$ cat config.mk
export PLATFORM = sky130hd
export DESIGN_NAME = frame_cfg_writer
export DESIGN_NICKNAME = d
export VERILOG_FILES = /design/src/rtl/frame_cfg_writer.sv
export SDC_FILE = /design/constraint.sdc
export NUM_CORES = 1
export LEC_CHECK = 0
export BUFFER_PORTS_ARGS = -buffer_cell sky130_fd_sc_hd__clkbuf_2
export CORE_AREA = 10 10 290 292
export CTS_CLUSTER_SIZE = 8
export DETAILED_ROUTE_END_ITERATION = 6
export DIE_AREA = 0 0 300 302
export SLEW_MARGIN = 20
export SYNTH_ARGS = -nofsm -noshare
export SYNTH_HDL_FRONTEND = slang
export SYNTH_SLANG_ARGS = --single-unit
export TNS_END_PERCENT = 10
$ cat constraint.sdc
create_clock -name UserCLK -period 1.8 [get_ports UserCLK]
set_input_delay 0.18 -clock UserCLK [delete_from_list [all_inputs] [get_ports UserCLK]]
set_output_delay 0.18 -clock UserCLK [all_outputs]
set_load 0.01 [all_outputs]
$ cat src/rtl/frame_cfg_writer.sv
// Configuration frame writer: turns a header + NumRows data-word stream into FrameData rows
// and a one-cycle, one-hot FrameStrobe pulse on the addressed column/frame.
module frame_cfg_writer #(
  parameter int unsigned  MaxFramesPerCol = 20,
  parameter int unsigned  FrameBitsPerRow = 32,
  parameter int unsigned  NumRows         = 16,
  parameter int unsigned  NumColumns      = 10,
  parameter logic [7:0]   SyncByte        = 8'hFA
) (
  input  logic                                  UserCLK,
  input  logic                                  resetn,
  input  logic [FrameBitsPerRow-1:0]            in_data,
  input  logic                                  in_valid,
  output logic                                  in_ready,
  output logic [NumRows*FrameBitsPerRow-1:0]    FrameData,
  output logic [NumColumns*MaxFramesPerCol-1:0] FrameStrobe,
  output logic                                  busy,
  output logic                                  err_hdr,
  input  logic                                  clr_err,
  output logic [15:0]                           frame_count
);

  localparam int unsigned RowW    = (NumRows > 1) ? $clog2(NumRows) : 1;
  localparam int unsigned StrobeW = NumColumns * MaxFramesPerCol;

  typedef enum logic [1:0] {
    IDLE,
    LOAD,
    STROBE
  } state_e;

  state_e                                      state_q, state_d;
  logic [RowW-1:0]                             row_cnt_q, row_cnt_d;
  logic [7:0]                                  col_q, col_d;
  logic [7:0]                                  frame_q, frame_d;
  logic [NumRows-1:0][FrameBitsPerRow-1:0]     frame_data_q;
  logic [StrobeW-1:0]                          strobe_q, strobe_d;
  logic                                        in_ready_q, in_ready_d;
  logic                                        busy_q, busy_d;
  logic                                        err_q, err_d;
  logic [15:0]                                 frame_count_q, frame_count_d;

  logic xfer;
  logic hdr_ok;
  logic wr_en;
  logic enter_strobe;
  logic err_set;
  logic unused_hdr_bits;

  // Header bits [23:16] carry no meaning for this block.
  assign unused_hdr_bits = ^in_data[23:16];

  assign xfer   = in_valid && in_ready_q;
  assign hdr_ok = (in_data[31:24] == SyncByte)
               && (32'(in_data[15:8]) < NumColumns)
               && (32'(in_data[7:0])  < MaxFramesPerCol);

  // NOTE: every signal written here gets a default first so no path leaves it unassigned (no latches).
  always_comb begin
    state_d       = state_q;
    row_cnt_d     = row_cnt_q;
    col_d         = col_q;
    frame_d       = frame_q;
    frame_count_d = frame_count_q;
    wr_en         = 1'b0;
    enter_strobe  = 1'b0;
    err_set       = 1'b0;

    unique case (state_q)
      IDLE: begin
        if (xfer) begin
          if (hdr_ok) begin
            col_d     = in_data[15:8];
            frame_d   = in_data[7:0];
            row_cnt_d = '0;
            state_d   = LOAD;
          end else begin
            err_set = 1'b1;
          end
        end
      end
      LOAD: begin
        if (xfer) begin
          wr_en = 1'b1;
          if (row_cnt_q == RowW'(NumRows - 1)) begin
            enter_strobe = 1'b1;
            state_d      = STROBE;
          end else begin
            row_cnt_d = row_cnt_q + RowW'(1);
          end
        end
      end
      STROBE: begin
        frame_count_d = frame_count_q + 16'd1;
        state_d       = IDLE;
      end
      default: state_d = IDLE;
    endcase

    // A fresh error outranks a simultaneous clear.
    err_d      = err_set ? 1'b1 : (clr_err ? 1'b0 : err_q);
    in_ready_d = (state_d != STROBE);
    busy_d     = (state_d != IDLE);
  end

  // One-hot strobe decode; only driven on the edge that enters STROBE, so it lasts one cycle.
  for (genvar c = 0; c < NumColumns; c++) begin : g_col
    for (genvar f = 0; f < MaxFramesPerCol; f++) begin : g_frame
      assign strobe_d[c*MaxFramesPerCol + f] = enter_strobe
                                            && (32'(col_q) == c)
                                            && (32'(frame_q) == f);
    end
  end

  // NOTE: state uses non-blocking assignments so every register samples pre-edge values.
  // NOTE: FrameData is cleared on reset because the fabric sees it directly.
  always_ff @(posedge UserCLK or negedge resetn) begin
    if (!resetn) begin
      state_q       <= IDLE;
      row_cnt_q     <= '0;
      col_q         <= '0;
      frame_q       <= '0;
      frame_data_q  <= '0;
      strobe_q      <= '0;
      in_ready_q    <= 1'b1;
      busy_q        <= 1'b0;
      err_q         <= 1'b0;
      frame_count_q <= '0;
    end else begin
      state_q       <= state_d;
      row_cnt_q     <= row_cnt_d;
      col_q         <= col_d;
      frame_q       <= frame_d;
      strobe_q      <= strobe_d;
      in_ready_q    <= in_ready_d;
      busy_q        <= busy_d;
      err_q         <= err_d;
      frame_count_q <= frame_count_d;
      if (wr_en) begin
        frame_data_q[row_cnt_q] <= in_data;
      end
    end
  end

  assign in_ready    = in_ready_q;
  assign FrameData   = frame_data_q;
  assign FrameStrobe = strobe_q;
  assign busy        = busy_q;
  assign err_hdr     = err_q;
  assign frame_count = frame_count_q;

endmodule
==> Word-level counts from Yosys, hierarchy flattened <==
Index checks and enable logic that the tools add are counted.
{ "word_totals": {"reg_bits": 753, "input_bits": 36, "elab_cells": 313} }
{ "op_classes": {"add_sub_neg": 2, "order_cmp": 4, "n_eq_ne": 37, "muxes": 23, "reduce_logical": 222} }
{ "op_table": {"columns": ["op", "n"], "rows": [
  ["512-bit bitwise mux", 1],
  ["1-bit logical AND", 214],
  ["32-bit demux with 4-bit select", 1],
  ["8-bit by 4-bit equality test with 1-bit output, second input constant", 10],
  ["8-bit by 3-bit equality test with 1-bit output, second input constant", 8],
  ["8-bit by 2-bit equality test with 1-bit output, second input constant", 4],
  ["8-bit by 5-bit equality test with 1-bit output, second input constant", 4],
  ["32-bit two-way mux", 1],
  ["16-bit by 1-bit adder with 16-bit output, second input constant", 1],
  ["8-bit by 1-bit equality test with 1-bit output, second input constant", 2],
  ["8-bit zero test", 2],
  ["4-bit two-way mux", 4],
  ["1-bit two-way mux", 10],
  ["2-bit != test, second input constant", 5],
  ["8-bit equality test, second input constant", 1],
  ["8-bit by 4-bit less-than comparator with 1-bit output, second input constant", 1],
  ["8-bit by 5-bit less-than comparator with 1-bit output, second input constant", 1],
  ["2-bit two-way mux", 4],
  ["4-bit one-hot mux with 2 select lines", 1],
  ["2-bit nonzero test", 3],
  ["4-bit by 5-bit less-than comparator with 1-bit output, second input constant", 1],
  ["5-bit AND reduction", 1],
  ["4-bit by 1-bit adder with 4-bit output, second input constant", 1],
  ["4-bit equality test, second input constant", 1],
  ["6 further kinds", 6]
]} }

==> Depth between registers and ports, before layout <==
Gate-level depths: netlist (run 1).
{ "depth": {"ltp_word": 7, "mapped_depth": 6, "depth_no_buf": 5} }

==> Worst setup path before layout (run 1) <==
OpenSTA, ideal clock, no wires.
{ "synth_path": {"path_type": "reg-to-reg", "start": "register in_ready_q (netlist: in_ready)", "end": "register frame_data_q, in the netlist FrameData[483]", "t_arrival_ns": 1.714, "setup_slack_ns": -0.039, "stages_incl_launch_ff": 5, "path_buffers": 1, "synth_period_minus_slack_ns": 1.839, "cell_sequence": "dfstp_2 > nand4b_1 > nor2_2 > buf_6 > mux2_2"} }
{ "synth_via": {"elab_chain_cells": 3} }
{ "synth_rtl": {"columns": ["item", "line_no", "source"], "rows": [
  ["start, declared", "38", "logic in_ready_q, in_ready_d;"],
  ["start signal, assigned", "135", "in_ready_q <= in_ready_d;"],
  ["1-bit logical AND", "53", "assign xfer = in_valid && in_ready_q;"],
  ["1-bit two-way mux", "83", "if (xfer) begin"],
  ["1-bit two-way mux", "69", "unique case (state_q)"],
  ["end signal, assigned by index", "140", "frame_data_q[row_cnt_q] <= in_data;"],
  ["end, declared", "36", "logic [NumRows-1:0][FrameBitsPerRow-1:0] frame_data_q;"]
]} }
Every way passes these cells.
A chain may end at the register's enable or synchronous reset.

==> Final worst setup path (run 1) <==
{ "layout_path": {"start": "register in_ready_q (netlist: in_ready)", "end": "register frame_data_q, in the netlist FrameData[311]"} }
The elaborated chain is that of the path after synthesis.

==> results of run 1 <==
## routing by layer
layer | up-vias | routed length (um) | track usage
li1 | 7710 | - | -
met2 | 742 | 48200 | 0.353
met1 | 9285 | 36700 | 0.236
met4 | 12 | 3480 | 0.0828
met3 | 169 | 9580 | 0.0831
met5 | - | 81 | 0
## repair_timing
action / CTS / global route
gates resized for setup: 38 / 57
pin swaps: 11 / 8
gates cloned: 0 / 3
hold endpoints to repair: 605 / 0
endpoints found under the setup margin: 551 / 596
hold buffers: 3 / 0
setup buffers: 0 / 4
## worst paths after layout
path	startpoint	to	slack, ns	cells after the start
max reg2reg	in_ready	FrameData[311]	-0.04	5
min reg2reg	frame_count[15]	frame_count[15]	0.48	1
max in group asynchronous	resetn	FrameData[357]	0.83	3
max	in_ready	FrameData[311]	-0.04	5
min in group asynchronous	resetn	row_cnt_q[1]	0.11	2
min	in_data[28]	FrameData[412]	0.06	3
## power by group
group          switching (uW)  total, uW  internal [uW]
registers                3.21      17000          17000
logic                     678        847            168
clock network            7020      17900          10900
total                    7700      35800          28100
## placed cells by master, fill, tap and decap left out, types with 8 or more instances in the layout
cell       count
clkbuf_2     765
nor2_1       180
nand2_2       13
buf_6         12
mux2_1        35
nor2_2        34
nand2_1       20
dfrtp_1      752
buf_4         92
mux2_4        25
inv_1          8
clkbuf_16    109
xnor2_1       11
clkbuf_1       8
nand3_1        9
nor2b_1       12
buf_12        41
mux2_2       462
## kinds of logic (layout without fill, tap and decap cells)
group | after synthesis | count (layout) | synth area share
xor+xnor | 16 | 16 | 0.00516
simple gates | 325 | 325 | 0.0580
mux | 522 | 522 | 0.216
buf+inv | 119 | 1049 | 0.0219
compound gates | 9 | 9 | 0.00212
fa+ha+maj | 5 | 5 | 0.00230
flops | 753 | 753 | 0.694
other cells | 0 | 3 | 0
## cell usage after synthesis, types with 2 or more instances
cell,count,area share
o31ai_1,2,0.00055
nor3b_4,2,0.0014
dfrtp_1,752,0.69
xnor2_1,11,0.0035
inv_1,8,0.0011
nor2_1,215,0.030
buf_4,2,0.00055
nand2_2,14,0.0032
nand3_2,3,0.0011
clkbuf_1,42,0.0058
nand2_1,24,0.0033
nor3_1,3,0.00055
nor3_2,2,0.00074
mux2_1,57,0.024
nor2b_1,12,0.0028
and3_1,3,0.00069
nand3_4,3,0.0019
buf_2,58,0.011
nand4b_1,4,0.0013
xor2_1,5,0.0016
nand4_1,6,0.0014
and2_4,3,0.00097
nor4_1,2,0.00046
o21ai_0,4,0.00074
and4b_1,2,0.00074
or4_4,2,0.00083
buf_6,9,0.0037
nand3_1,12,0.0022
mux2_2,465,0.19
ha_1,5,0.0023
## per-stage QoR
step | cells | instance area [um^2]
after floorplan | 1749 | 27200
after global placement | 3595 | 33300
after detailed placement | 3595 | 33300
after CTS | 3722 | 36400
after global routing | 3729 | 36700
final | 3732 | 36700
## flip-flops by register name, summed over array words and instances, names as in the netlist
| register | cells |
|---|---|
| FrameData | 512 |
| col_q | 8 |
| frame_q | 8 |
| frame_count | 16 |
| in_ready | 1 |
| busy | 1 |
| row_cnt_q | 4 |
| state_q | 2 |
| FrameStrobe | 200 |
| err_hdr | 1 |
## critical path, stage by stage, from the launching register on
cell and delay, ns:
dfstp_2 0.54, and4b_2 0.28, and2_4 0.22, nand2_2 0.12
buf_12 0.21, mux2_1 0.33
## layout make-up
cell class	count	area, um^2
repair buffers	917	5590
well taps	1050	1310
clock inverters	9	214
multi-input cells	877	8020
diodes	3	7.51
clock buffers	115	2710
fillers	6933	41600
flip-flops and latches	753	18800
inverters	8	30.0
==> reports/results.ini, run 1 <==
[timing]
fmax_mhz=543
finalSetupViolations=98
grt_setup_unrepaired=true
finalHoldViolations=0
relSlewSlack=0.529
setup_tns_ns=-1.33
maxSlewViolCount=0
worst_clock_skew_ns=0.0261
worst_hold_slack_ns=0.0624
period_share=1.02
worst_slack_ns=-0.0428
tightest_slew_ns=0.698
post-route-min-period_ns=1.84

[global_route]
grt_overflow_total=0
grt_pass1_wl_um=140000
grt_pass1_vias=19800
grt_max_degree=96
antenna_found_initial=8
globalRouteTotalUtil=0.209

[clock_tree]
cts_tree=yes
cts-root-buf=clkbuf_16
numCtsBuffers=105
cts_sinks=753
htree_num_levels=3
worstSkewPairLatency_ns=0.65
clk_transition_reported_paths_ns=0.06
clock_path_buffers=3

[logic_synthesis]
synth_fp_nets=1790
async_flop_share=1.00
synthFlopType=dfrtp_1
synth_seq_cells=753
synth_edf_count=0
ys_types=47
yosysSeqAreaShare=0.694
syn-cell-area_um2=27200
synth.avg_cell_area_um2=15.5
synthesis.instances=1749
yosys_warnings=0

[floorplanning]
die-area_um2=90600
dieWidth_um=300
pin_count=767
fp.dieH_um=302
core_area_um2=78400
start_util=0.347
num_rows=103

[detailed_routing]
wl_per_cell_um=26.2
viasPerCell=4.80
drtAntennaViolNets=0
wirelength_um=98000
vias=17900
drt-pass1-iter-count=4
drt_iter0_drc=722
drc_errors=0

[place]
io_buffer_count=766
place_worst_setup_slack_ns=-0.705
gp_congestion=0.825
dp_hpwl_um=71800

[run_status]
outcome=complete, but fails checks
failed_checks=setup timing

[power_and_ir_drop]
leakagePower_uw=0.0203
p_total_uw=35800
power.density_nw_per_um2=974
vdd_ir_drop_max_uv=855

[critical_path]
start_kind=flop
path_class=flop to flop
critPathCaptureType=flop
cp.required_ns=2.32
crit_fanout=22
cp.arrival_ns=2.36

[worst_hold_path]
min_path_type=input pin to flop

[final_layout]
layout-drive-gt1-share=0.597
post-route-util=0.469
fin_nets=2703
area_delta_synth_final_pct=35.2

[run]
maxCapViolations=0

Power figures use the tool's default switching activity.
==> run 2, diff against run 1 <==
==> constraint.sdc (replaced) <==
create_clock -name UserCLK -period 2.3 [get_ports UserCLK]
set_input_delay 0.23 -clock UserCLK [delete_from_list [all_inputs] [get_ports UserCLK]]
set_output_delay 0.23 -clock UserCLK [all_outputs]
set_load 0.01 [all_outputs]
==> run 2 against run 1 <==
Net effect:
- the run now ends clean
- sequential share of layout area increased by 1.6 points
- clock skew rose by 0.0035 ns
- clock-buffer cell count is 1 higher
- global-route usage shrank 0.18 points
- sequential cell count unchanged
- highest routed layer unchanged
==> reports/results.ini, run 2 (synthesis gave the netlist of run 1 again) <==
[clock_tree]
numCtsBuffers=105  ; unchanged
cts_tree=yes  ; unchanged
cts-root-buf=clkbuf_16  ; unchanged
clk_transition_reported_paths_ns=0.05  ; was 0.06 ns
cts_sinks=753  ; unchanged
htree_num_levels=3  ; unchanged
clock_path_buffers=3  ; unchanged
worstSkewPairLatency_ns=0.65  ; about the same
post_cts_resized=0  ; was 38

[power_and_ir_drop]
swShare=0.218  ; was 0.215
p_int_uw=21600  ; was 28100 uW
p_sw_uw=6030  ; was 7700 uW
vdd_ir_drop_max_uv=614  ; was 855 uV
power.density_nw_per_um2=777  ; was 974 nW/um^2
p_seq_frac=0.480  ; was 0.475
leakagePower_uw=0.0197  ; was 0.0203 uW
clkPwrFrac=0.497  ; was 0.502
pwr-share-comb=0.023  ; was 0.024

[floorplanning]
pin_count=767  ; unchanged
fp.dieH_um=302  ; unchanged
dieWidth_um=300  ; unchanged
start_util=0.347  ; unchanged
die-area_um2=90600  ; unchanged
num_rows=103  ; unchanged
core_area_um2=78400  ; unchanged

[final_layout]
layout-drive-gt1-share=0.565  ; was 0.597
final_common_cell=clkbuf_2  ; unchanged
fillers=7095  ; was 6933
largest_register_ffs=512  ; unchanged
fin_nets=2659  ; was 2703
final_cell_mix=clkbuf_2 (765), dfrtp_1 (752), mux2_2 (465)  ; was clkbuf_2 (765), dfrtp_1 (752), mux2_2 (462)
post-route-util=0.454  ; was 0.469
area_delta_synth_final_pct=31.1  ; was 35.2%
final_cell_area_um2=35600  ; was 36700 um^2

[critical_path]
cp.required_ns=2.85  ; was 2.32 ns
crit_fanout=20  ; was 22
crit-reg2reg-launch=state_q[1]  ; was in_ready
start_kind=flop  ; unchanged
path_cells=buf_4 > nand4b_1 > nor4b_4 > nand2_1 > buf_4 > nor2_1  ; was and4b_2 > and2_4 > nand2_2 > buf_12 > mux2_1
cp_num_buf_inv=2  ; was 1
critPathCaptureType=flop  ; unchanged
worst_path_max_delay_cell=nand4b_1  ; was dfstp_2
crit_top_cell=buf_4
slowest_delay_ns=0.58  ; was 0.54 ns
path_class=flop to flop  ; unchanged
crit_start=state_q[1]  ; was in_ready
r2r_slack_ns=0.06  ; was -0.04 ns
cp.arrival_ns=2.79  ; was 2.36 ns
cp_top_family=simple AND/OR/NAND/NOR gates  ; unchanged

[place]
place_worst_setup_slack_ns=-0.177  ; was -0.705 ns
gp_congestion=0.810  ; was 0.825
io_buffer_count=766  ; unchanged
postPlaceCellArea_um2=32700  ; was 33300 um^2
dp_hpwl_um=71400  ; was 71800 um

[global_route]
grt_pass1_vias=19500  ; was 19800
grt_max_degree=74  ; was 96
grt_pass1_wl_um=139000  ; was 140000 um
use_met2=0.357  ; was 0.353
grt_overflow_total=0  ; unchanged
use_met1=0.238  ; was 0.236
antenna_found_initial=5  ; was 8
grt_busiest_layer=met2  ; unchanged
globalRouteTotalUtil=0.208  ; was 0.209
grtUsageMet3=0.0808  ; was 0.0831

[timing]
finalHoldViolations=0  ; unchanged
tightest_slew_ns=0.739  ; was 0.698 ns
post-route-min-period_ns=2.24  ; was 1.84 ns
fmax_mhz=447  ; was 543 MHz
worst_slack_ns=0.0608  ; was -0.0428 ns
worst_hold_slack_ns=0.103  ; was 0.0624 ns
setup_tns_ns=0  ; was -1.33 ns
grt_setup_unrepaired=false  ; was true
relSlewSlack=0.501  ; was 0.529
period_share=0.974  ; was 1.02
finalSetupViolations=0  ; was 98
maxSlewViolCount=0  ; unchanged
worst_clock_skew_ns=0.0297  ; was 0.0261 ns

[detailed_routing]
drt-pass1-iter-count=4  ; unchanged
wirelength_um=96600  ; was 98000 um
drc_errors=0  ; unchanged
drtAntennaViolNets=0  ; unchanged
wl_per_cell_um=26.2  ; about the same
viasPerCell=4.75  ; was 4.80
vias=17500  ; was 17900
drt_iter0_drc=758  ; was 722

[worst_hold_path]
min_from=in_data[24]  ; was in_data[28]
min_path_type=input pin to flop  ; unchanged

[run_status]
outcome=completed  ; was complete, but fails checks

[run]
maxCapViolations=0  ; unchanged

[run 2: what timing repair did]
item                                   4_1_cts  5_1_grt
endpoints found under the hold margin      411        0
setup buffers                                0        0
hold buffers                                 3        0
[run 2: power by group through the flow]
stage / combinational (uW) / sequential [uW] / clock, uW
after floorplan: 73.4 / 13500 / 0
after global placement: 661 / 13500 / 0
after detailed placement: 679 / 13500 / 0
after CTS: 686 / 13300 / 14100
after global routing: 726 / 13300 / 14600
final: 645 / 13300 / 13700
[run 2: path summary, 6_finish.rpt]
| kind | end | cells past startpoint |
|---|---|---|
| hold reg to reg | frame_count[15] | 1 |
| hold / removal | FrameData[440] | 3 |
| max in group asynchronous | FrameData[203] | 3 |
| setup reg to reg | FrameStrobe[44] | 6 |
| setup / recovery | FrameStrobe[44] | 6 |
| min in group asynchronous | FrameData[319] | 2 |
[run 2: metrics by stage]
step,power [uW],std cells
global route,28600,3686
global placement,14200,3558
detailed placement,14200,3558
floorplan,13600,1749
finish,27700,3688
CTS,28100,3686
[run 2: metal layers]
| layer | vias up | wire length, um |
|---|---|---|
| li1 | 7622 | - |
| met1 | 9070 | 37000 |
| met2 | 678 | 48100 |
| met3 | 143 | 8980 |
| met4 | 4 | 2470 |
| met5 | - | 33 |
[run 2: worst register-to-register path, cell delays in order, from the launching register on]
cell and delay (ns):
dfrtp_1 0.37, buf_4 0.15, nand4b_1 0.58, nor4b_4 0.53
nand2_1 0.10, buf_4 0.24, nor2_1 0.19
[run 2: layout make-up]
| cell class | count | area [um^2] | area share |
|---|---|---|---|
| Antenna cell | 2 | 5.00 | 0.000141 |
| Clock buffer | 116 | 2720 | 0.0764 |
| Clock inverter | 9 | 139 | 0.00390 |
| Inverter | 8 | 30.0 | 0.000843 |
| Multi-Input combinational cell | 877 | 7740 | 0.217 |
| Sequential cell | 753 | 18800 | 0.529 |
| Tap cell | 1050 | 1310 | 0.0369 |
| Timing Repair Buffer | 873 | 4820 | 0.135 |
